$ cat src/rtl/lsu_axi_lite.sv
// Load/store unit: turns one pipeline memory request at a time into a single
// AXI4-Lite read or write, with byte-lane steering, load extension and stall.
module lsu_axi_lite #(
    parameter int          ADDR_W = 32,
    parameter int          DATA_W = 32,
    parameter logic [2:0]  PROT   = 3'b000
) (
    input  logic                  ACLK,
    input  logic                  RESET,
    input  logic                  req_valid,
    output logic                  req_ready,
    input  logic                  req_write,
    input  logic [1:0]            req_size,
    input  logic                  req_unsigned,
    input  logic [ADDR_W-1:0]     req_addr,
    input  logic [DATA_W-1:0]     req_wdata,
    output logic                  rsp_valid,
    output logic [DATA_W-1:0]     rsp_rdata,
    output logic                  rsp_err,
    output logic                  stall,
    output logic [ADDR_W-1:0]     M_AXI_AWADDR,
    output logic [2:0]            M_AXI_AWPROT,
    output logic                  M_AXI_AWVALID,
    input  logic                  M_AXI_AWREADY,
    output logic [DATA_W-1:0]     M_AXI_WDATA,
    output logic [DATA_W/8-1:0]   M_AXI_WSTRB,
    output logic                  M_AXI_WVALID,
    input  logic                  M_AXI_WREADY,
    input  logic [1:0]            M_AXI_BRESP,
    input  logic                  M_AXI_BVALID,
    output logic                  M_AXI_BREADY,
    output logic [ADDR_W-1:0]     M_AXI_ARADDR,
    output logic [2:0]            M_AXI_ARPROT,
    output logic                  M_AXI_ARVALID,
    input  logic                  M_AXI_ARREADY,
    input  logic [DATA_W-1:0]     M_AXI_RDATA,
    input  logic [1:0]            M_AXI_RRESP,
    input  logic                  M_AXI_RVALID,
    output logic                  M_AXI_RREADY
);
    localparam int STRB_W = DATA_W / 8;
    localparam int OFF_W  = $clog2(STRB_W);

    typedef enum logic [2:0] {S_IDLE, S_WR, S_WB, S_RA, S_RD, S_RESP} state_t;

    state_t              r_state, w_next;
    logic [ADDR_W-1:0]   r_addr;
    logic [DATA_W-1:0]   r_wdata, r_rdata;
    logic [STRB_W-1:0]   r_strb;
    logic [1:0]          r_size;
    logic                r_uns, r_aw_done, r_w_done, r_err;
    logic [OFF_W-1:0]    r_off;

    logic                w_accept, w_illegal, w_aw_hs, w_w_hs, w_sign, w_fill;
    logic [OFF_W-1:0]    w_off;
    logic [3:0]          w_bytes;
    logic [6:0]          w_nbits;
    logic [STRB_W-1:0]   w_strb;
    logic [DATA_W-1:0]   w_wdata, w_lane, w_ext;

    assign w_accept = req_valid && (r_state == S_IDLE);
    assign w_off    = req_addr[OFF_W-1:0];
    assign w_bytes  = 4'd1 << req_size;

    always_comb begin
        w_illegal = 1'b0;
        case (req_size)
            2'd1:    w_illegal = req_addr[0];
            2'd2:    w_illegal = |req_addr[1:0];
            2'd3:    w_illegal = (DATA_W == 32) || (|req_addr[2:0]);
            default: w_illegal = 1'b0;
        endcase
    end

    // Store data is replicated per access size so every lane the strobe selects carries it.
    always_comb begin
        w_strb  = '0;
        w_wdata = '0;
        for (int i = 0; i < STRB_W; i++) begin
            w_strb[i] = (i >= int'(w_off)) && (i < int'(w_off) + int'(w_bytes));
            w_wdata[8*i +: 8] = req_wdata[8*(i % int'(w_bytes)) +: 8];
        end
    end

    assign w_lane  = M_AXI_RDATA >> {r_off, 3'b000};
    assign w_nbits = 7'd8 << r_size;

    always_comb begin
        w_sign = 1'b0;
        case (r_size)
            2'd0:    w_sign = w_lane[7];
            2'd1:    w_sign = w_lane[15];
            2'd2:    w_sign = w_lane[31];
            default: w_sign = w_lane[DATA_W-1];
        endcase
        w_fill = !r_uns && w_sign;
        w_ext  = '0;
        for (int i = 0; i < DATA_W; i++) begin
            w_ext[i] = (i < int'(w_nbits)) ? w_lane[i] : w_fill;
        end
    end

    assign w_aw_hs = M_AXI_AWVALID && M_AXI_AWREADY;
    assign w_w_hs  = M_AXI_WVALID && M_AXI_WREADY;

    always_comb begin
        w_next = r_state;
        case (r_state)
            S_IDLE: if (w_accept) w_next = w_illegal ? S_RESP : (req_write ? S_WR : S_RA);
            S_WR:   if ((r_aw_done || w_aw_hs) && (r_w_done || w_w_hs)) w_next = S_WB;
            S_WB:   if (M_AXI_BVALID) w_next = S_RESP;
            S_RA:   if (M_AXI_ARREADY) w_next = S_RD;
            S_RD:   if (M_AXI_RVALID) w_next = S_RESP;
            S_RESP: w_next = S_IDLE;
            default: w_next = S_IDLE;
        endcase
    end

    always_ff @(posedge ACLK or posedge RESET) begin
        if (RESET) begin
            r_state   <= S_IDLE;
            r_addr    <= '0;
            r_wdata   <= '0;
            r_strb    <= '0;
            r_size    <= '0;
            r_uns     <= 1'b0;
            r_off     <= '0;
            r_aw_done <= 1'b0;
            r_w_done  <= 1'b0;
            r_err     <= 1'b0;
            r_rdata   <= '0;
        end else begin
            r_state <= w_next;
            if (w_accept) begin
                r_addr    <= {req_addr[ADDR_W-1:OFF_W], {OFF_W{1'b0}}};
                r_wdata   <= w_wdata;
                r_strb    <= w_strb;
                r_size    <= req_size;
                r_uns     <= req_unsigned;
                r_off     <= w_off;
                r_aw_done <= 1'b0;
                r_w_done  <= 1'b0;
                r_err     <= w_illegal;
                r_rdata   <= '0;
            end
            if (w_aw_hs) r_aw_done <= 1'b1;
            if (w_w_hs)  r_w_done  <= 1'b1;
            if (r_state == S_WB && M_AXI_BVALID) r_err <= (M_AXI_BRESP != 2'b00);
            if (r_state == S_RD && M_AXI_RVALID) begin
                r_err   <= (M_AXI_RRESP != 2'b00);
                r_rdata <= (M_AXI_RRESP == 2'b00) ? w_ext : '0;
            end
        end
    end

    // READY/stall are gated by RESET so every handshake output is low while it is held.
    assign req_ready     = (r_state == S_IDLE) && !RESET;
    assign stall         = !RESET && ((r_state != S_IDLE) || req_valid);
    assign rsp_valid     = (r_state == S_RESP);
    assign rsp_rdata     = rsp_valid ? r_rdata : '0;
    assign rsp_err       = rsp_valid && r_err;
    assign M_AXI_AWADDR  = r_addr;
    assign M_AXI_AWPROT  = PROT;
    assign M_AXI_AWVALID = (r_state == S_WR) && !r_aw_done;
    assign M_AXI_WDATA   = r_wdata;
    assign M_AXI_WSTRB   = r_strb;
    assign M_AXI_WVALID  = (r_state == S_WR) && !r_w_done;
    assign M_AXI_BREADY  = (r_state == S_WB);
    assign M_AXI_ARADDR  = r_addr;
    assign M_AXI_ARPROT  = PROT;
    assign M_AXI_ARVALID = (r_state == S_RA);
    assign M_AXI_RREADY  = (r_state == S_RD);
endmodule
$ cat config.mk
export PLATFORM = sky130hd
export DESIGN_NAME = lsu_axi_lite
export DESIGN_NICKNAME = d
export VERILOG_FILES = /design/src/rtl/lsu_axi_lite.sv
export SDC_FILE = /design/constraint.sdc
export NUM_CORES = 1
export LEC_CHECK = 0
export CELL_PAD_IN_SITES_DETAIL_PLACEMENT = 1
export CELL_PAD_IN_SITES_GLOBAL_PLACEMENT = 1
export CORE_MARGIN = 4
export CORE_UTILIZATION = 36
export CTS_CLUSTER_DIAMETER = 60
export DETAILED_ROUTE_END_ITERATION = 8
export PLACE_DENSITY = 0.91
export SYNTH_ARGS = -nofsm -noshare
export SYNTH_HDL_FRONTEND = slang
export SYNTH_SLANG_ARGS = --single-unit
$ cat constraint.sdc
create_clock -name ACLK -period 3.95 [get_ports ACLK]
set_input_delay 0.79 -clock ACLK [delete_from_list [all_inputs] [get_ports ACLK]]
set_output_delay 0.79 -clock ACLK [all_outputs]
set_load 0.02 [all_outputs]
==> metrics list, run 1 <==
- GPL Wtd Cong: about 0.95
* Stage where the flow stopped: global routing (5_1_grt)
- Top_reg_cell synth: dfrtp_1
* Die width: ~170 microns
- Yosys warning count: 0
- Kind of endpoint with the least setup slack: register data pin
- The mapped netlist covers between 9000 and 10,000 sq um.
- Sequential elements use a little under a third of the synthesized area.
- The tree is rooted in a clkbuf_16.
* End pin of the worst setup path after global-route repair: M_AXI_WDATA[7]$_DFFE_PP0P_/D
* FFs w/ async S/R, synth: 100%
* Pin count of the biggest net entering global routing: between 70 and 80
* Number of I/O pins: around 260
- Counting every sink on the clock net gives roughly 110.
* Buffers on Ports: 248
* Outcome: aborted with a tool error
- Initial antenna violation count: 12
- CTS Buffer Depth: 2
- Detailed placement finished with a half-perimeter wire length of ~36,000 microns.
- Htree depth: 3
- Number of enable flip-flop cells after synthesis: 0
- The first error in the log reads "[ERROR GRT-0183] Net clknet_0_ACLK: the 3D maze router ran out of legal paths (heap underflow) - the net is boxed in by local congestion or blockages".
* Vert. Die Dim: about 170 microns
* Effective utilization at floorplan: about 37%
- Seq cells post-synth: approximately 110
- Mapped Avg Cell Area: 8.41 sq um
* Cell count after synthesis: around 1,100
- Area after detailed placement: ~13,000 sq um
* Num CTS Buffers: 9
* Distinct cell type count of the synthesized netlist: between 90 and 100
* Rows: between 50 and 60
* Total of hold buffers inserted after clock tree synthesis: 0
## repair_timing
item                                    CTS
pin swaps                                52
gates resized for setup                 114
endpoints found under the setup margin   32
buffers inserted                         32
endpoints found under the hold margin     0
## cells in the mapped netlist (all sizes together) (3+ instances only)
library cell	number	area, sq um
xnor2	3	26.3
a21o	16	120
nand3	18	95.1
mux2	46	518
nor2b	12	75.1
dfrtp	109	2730
a21oi	91	485
o211ai	10	85.1
clkbuf	49	185
o31ai	14	119
o2111ai	4	35.0
o21bai	6	45.0
o21a	6	46.3
or2	8	50.0
o32ai	3	33.8
nor4	13	87.6
nor2	94	360
a41oi	3	26.3
o211a	3	37.5
and3	8	55.1
nor3	41	205
a22o	28	245
nand2b	10	62.6
a221o	9	90.1
o21ai	82	422
a22oi	5	42.5
a31oi	5	46.3
or3	7	48.8
ha	18	225
buf	59	405
a21boi	3	22.5
o22a	3	26.3
mux2i	69	703
a211oi	17	138
nand4	6	37.5
inv	17	63.8
nand4b	3	26.3
nand2	97	367
and2	43	269
a221oi	3	26.3
## cells by family after synthesis
group | count (synthesis) | share of synthesized area [%]
and+or+nand+nor | 371 | 20.4
AOI/OAI and AO/OA | 334 | 25.6
buffers and inverters | 126 | 7.25
muxes | 115 | 13.5
DFF | 109 | 30.0
adders and majority gates | 19 | 2.70
xor gates and xnor gates | 5 | 0.483
other | 1 | 0.0413
## through the flow
stage                     cells  setup slack (ns)
after floorplan            1089             -2.53
after global placement     1762             -3.29
after detailed placement   1762             -3.54
after CTS                  1809             -2.48
==> inputs of run 2 (changes only) <==
==> config.mk (replaced) <==
export PLATFORM = sky130hd
export DESIGN_NAME = lsu_axi_lite
export DESIGN_NICKNAME = d
export VERILOG_FILES = /design/src/rtl/lsu_axi_lite.sv
export SDC_FILE = /design/constraint.sdc
export NUM_CORES = 1
export LEC_CHECK = 0
export CORE_MARGIN = 4
export CORE_UTILIZATION = 40
export DETAILED_ROUTE_END_ITERATION = 8
export PLACE_DENSITY_LB_ADDON = 0.15
export SYNTH_ARGS = -nofsm -noshare
export SYNTH_HDL_FRONTEND = slang
export SYNTH_SLANG_ARGS = --single-unit
==> metrics list, run 2 <==
* Violated checks: negative setup slack
- The core region is 22,100 sq um.
* Cell count of the worst hold path: 2
* Post-Route Skew: slightly below 0.01 ns
* Reg-to-Reg Start: r_state[1]
* Setup slack of the worst register-to-register path: 1.43 ns
- The via count of the first global-routing pass is 9,464.
- After the last flow step, the layout net total stands at around 1,600.
- Cells fill between 60% and 70% of the core in the end.
- The synthesized netlist devotes roughly 2.7% of its cell area to adder and majority cells.
- The share of total power dissipated in combinational logic is a little over three fifths.
- Mux share of post-synthesis cell area: a little over an eighth
- Clock slew at reported path FFs: ~0.080 ns
- Setup repair after global routing could not meet its margin everywhere.
- Relative to the synthesized area, the layout overhead comes to 60.4%.
* Number of maximum-capacitance constraint violations: 0
- Clock Tree Root: clkbuf_16
- The first global-routing pass estimated roughly 50,000 microns of wire.
- Rows: 54
- Num CTS Buffers: 9
* Buffers on Ports: ~250
* Clock insertion delay at the later pin of the skew report: around 0.36 ns
- Area share of xor/xnor cells in the synthesized design: 0.482%
* Global-route congestion overflow total: 0
- CP max stage delay: ~0.57 ns
- In this run, synthesis inferred 0 flip-flops with an integrated enable.
- The synthesized netlist devotes between 20% and 30% of its cell area to compound gates.
* CTS Buffer Depth: 2
* Drt via density: approximately 5.6
- For this run, the top clock speed supported by timing is between 150 and 200 MHz.
* Worst Max-Slew Pin Slew: 1.18 ns
- The flow ran to the end, but the final reports show violations.
- In this run, synthesis produced a sequential element count of 109.
- Global routing used between 20% and 30% of the available tracks.
- Type of the tightest min-delay check: reg -> reg
* Critical register-to-register path endpoint: M_AXI_WDATA[15]
- The cell area that synthesis handed to floorplanning was 9080 sq um.
* Final WS setup: -2.19 ns
- Most area-consuming cells after synthesis: dfrtp_1 30%, mux2i_1 7.5%, mux2_2 5.7%, a21oi_1 4.7%, o21ai_0 4.2%
- The detailed router finished its first iteration with between 700 and 800 violations.
- 259 I/O pins were placed.
- Hold path startpoint: r_rdata[25]
- Setup violations remaining at the end of the flow were counted as 32.
- The worst pin sits at a relative slew slack of about 21%.
- Logic depth of the worst register-to-register path: 4
- Commonest cells after routing, fill and taps aside: 246 x clkdlybuf4s50_1, 239 x buf_4, 109 x dfrtp_1
- Cell internal pwr: around 4.3 mW
- Sorting the synthesized cells by how often they occur yields 109 x dfrtp_1, 96 x nand2_1, 93 x nor2_1.
- Top fanout value on the critical path: 8
- STA puts the critical path data arrival time at about 6.4 ns.
* Detailed Routing Iterations Pass 1: 5
- The number of antenna diodes in the final layout is 0.
- Critical Path Slowest Stage Cell: or4_4
* Mapped Avg Cell Area: 8.41 sq um
- Switching pwr: 3.20 mW
- Min Clock Period, post-route: slightly above 6 ns
- Dividing the detail-routed wire length by the instance count gives 19.3 microns.
- Final-report hold violation count: 0
- Dividing the final minimum period by the clock period gives 156%.
- The number of antenna violations at the first check in global routing was 0.
- Setup total negative slack on the finished layout was measured at -35.44 ns.
* Flop pwr share: 24.7%
- Vert. Die Dim: 159 microns
- Pin count of the biggest net entering global routing: 64
* Classification of the worst setup path: in -> reg
- Net switching is 42.9% of the power.
* Leakage component of the power: about 6.2 nW
- Worst supply voltage drop on vdd: 0.263 mV
* Number of antenna-violating nets in the routed design: 0
- CTS tree: done
* Cell type with the highest aggregate area in the netlist: dfrtp_1
* Yosys warning count: 0
* Die area: ~25,000 sq um
- Half-perimeter wire length of the detailed placement result: approximately 26,000 microns
- Top_reg_cell synth: dfrtp_1
* Critical path launch point type: input port
* Effective utilization at floorplan: just over 40%
* Fraction of synthesized cell area taken by the top area cell type: between 30% and 40%
- GPL Wtd Cong: between 0.9 and 1
* Clock power share: between 10% and 20%
- Largest family of logic cells by synthesized area: compound AO/OA/AOI/OAI gates
- Total via count after detailed routing: ~10,000
- Num Clock Sinks: 109
- The worst setup path is captured at a flip-flop.
- Most common cell after layout, fill and taps aside: clkdlybuf4s50_1
* Data required time at the worst endpoint: 4.19 ns
* Distinct cell type count of the synthesized netlist: between 90 and 100
* Cell count after synthesis: roughly 1,100
- Summing the areas of all and, or, nand and nor instances in the mapped netlist gives 20.4% of the synthesized area.
- In the final layout, the share of cells above drive strength 1 is 31.2%.
- The final layout contains routed wiring with a total length of around 34,000 microns.
* Part of the Yosys area used for sequential elements: 30.0%
- Of all flip-flops after synthesis, the portion carrying an async set or reset was 100%.
* PwrDens: about 500 nW/um^2
- Drt drc: 0
* Htree depth: 3
- Die width: between 150 and 200 microns
- For hold timing, the worst endpoint is r_rdata[25].
- The final-report max-slew violation count was 0.
- Leading cell type by number of instances after synthesis: dfrtp_1
## run 2: cell counts after synthesis
Identical to the previous run, type by type.
## run 2: worst max-delay path by stage
stage / startpoint / end / slack, ns / depth (start not counted)
floorplan: req_size[1] / M_AXI_WDATA[2] / -2.53 / 27
global placement: req_size[1] / M_AXI_WDATA[3] / -3.31 / 29
detailed placement: req_size[1] / M_AXI_WDATA[4] / -3.36 / 28
CTS: req_size[0] / M_AXI_WDATA[4] / -2.31 / 27
global route: req_size[0] / M_AXI_WDATA[4] / -2.45 / 28
finish: req_size[1] / M_AXI_WDATA[4] / -2.19 / 29
## run 2: layout make-up
type                       instances  area, sq um
timing repair buffer             508         4560
multi-input combinational        854         6490
sequential                       109         2730
fill                            1773         7540
clock inverter                     7         93.8
tap                              280          350
clock buffer                       9          225
inverter                          18          110
## run 2: critical path: cells and delay by family
kind / cells / cell delay (ns)
buffers and inverters: 7 / 0.80
and+or+nand+nor: 9 / 2.29
AOI/OAI and AO/OA: 10 / 2.08
muxes: 1 / 0.10
adders and majority gates: 2 / 0.31
## run 2: power by group through the flow
stage / registers, mW / logic (mW) / clock network (mW)
after floorplan: 2.15 / 2.30 / 0
after detailed placement: 1.87 / 4.34 / 0
after global placement: 1.85 / 4.30 / 0
after CTS: 1.85 / 4.49 / 0.977
final: 1.85 / 4.66 / 0.952
after global routing: 1.91 / 4.98 / 1.02
## run 2: through the flow
step / cells / setup WS, ns / hold slack (ns) / instance area [sq um] / power (mW)
floorplan: 1089 / -2.53 / 0.441 / 9390 / 4.44
global placement: 1717 / -3.31 / 0.457 / 13200 / 6.16
detailed placement: 1717 / -3.36 / 0.462 / 13200 / 6.21
CTS: 1755 / -2.31 / 0.481 / 14000 / 7.32
global route: 1785 / -2.45 / 0.512 / 14600 / 7.91
finish: 1785 / -2.19 / 0.477 / 14600 / 7.46
## run 2: logic make-up (layout without fill, tap and decap cells)
logic type	Yosys count	after routing
DFF	109	109
other	1	10
buffers and inverters	126	542
AOI/OAI and AO/OA	334	334
adders and majority gates	19	19
xor gates and xnor gates	5	5
muxes	115	115
and+or+nand+nor	371	371
## run 2: metal layers
layer  vias to the layer above  global-route usage, %  part of all wire (%)
li1                       4758                      -                     -
met1                      4758                   34.4                    42
met2                       459                   41.9                    48
met3                        71                   4.24                   7.9
met4                         0                   8.04                   2.8
met5                         -                      0                     0
## run 2: timing repair
item | in CTS | in global routing
setup buffers | 23 | 31
hold buffers | 0 | 0
pin swaps | 52 | 60
resized for setup | 92 | 67
setup endpoints to repair | 32 | 32
Power figures use the tool's default switching activity.
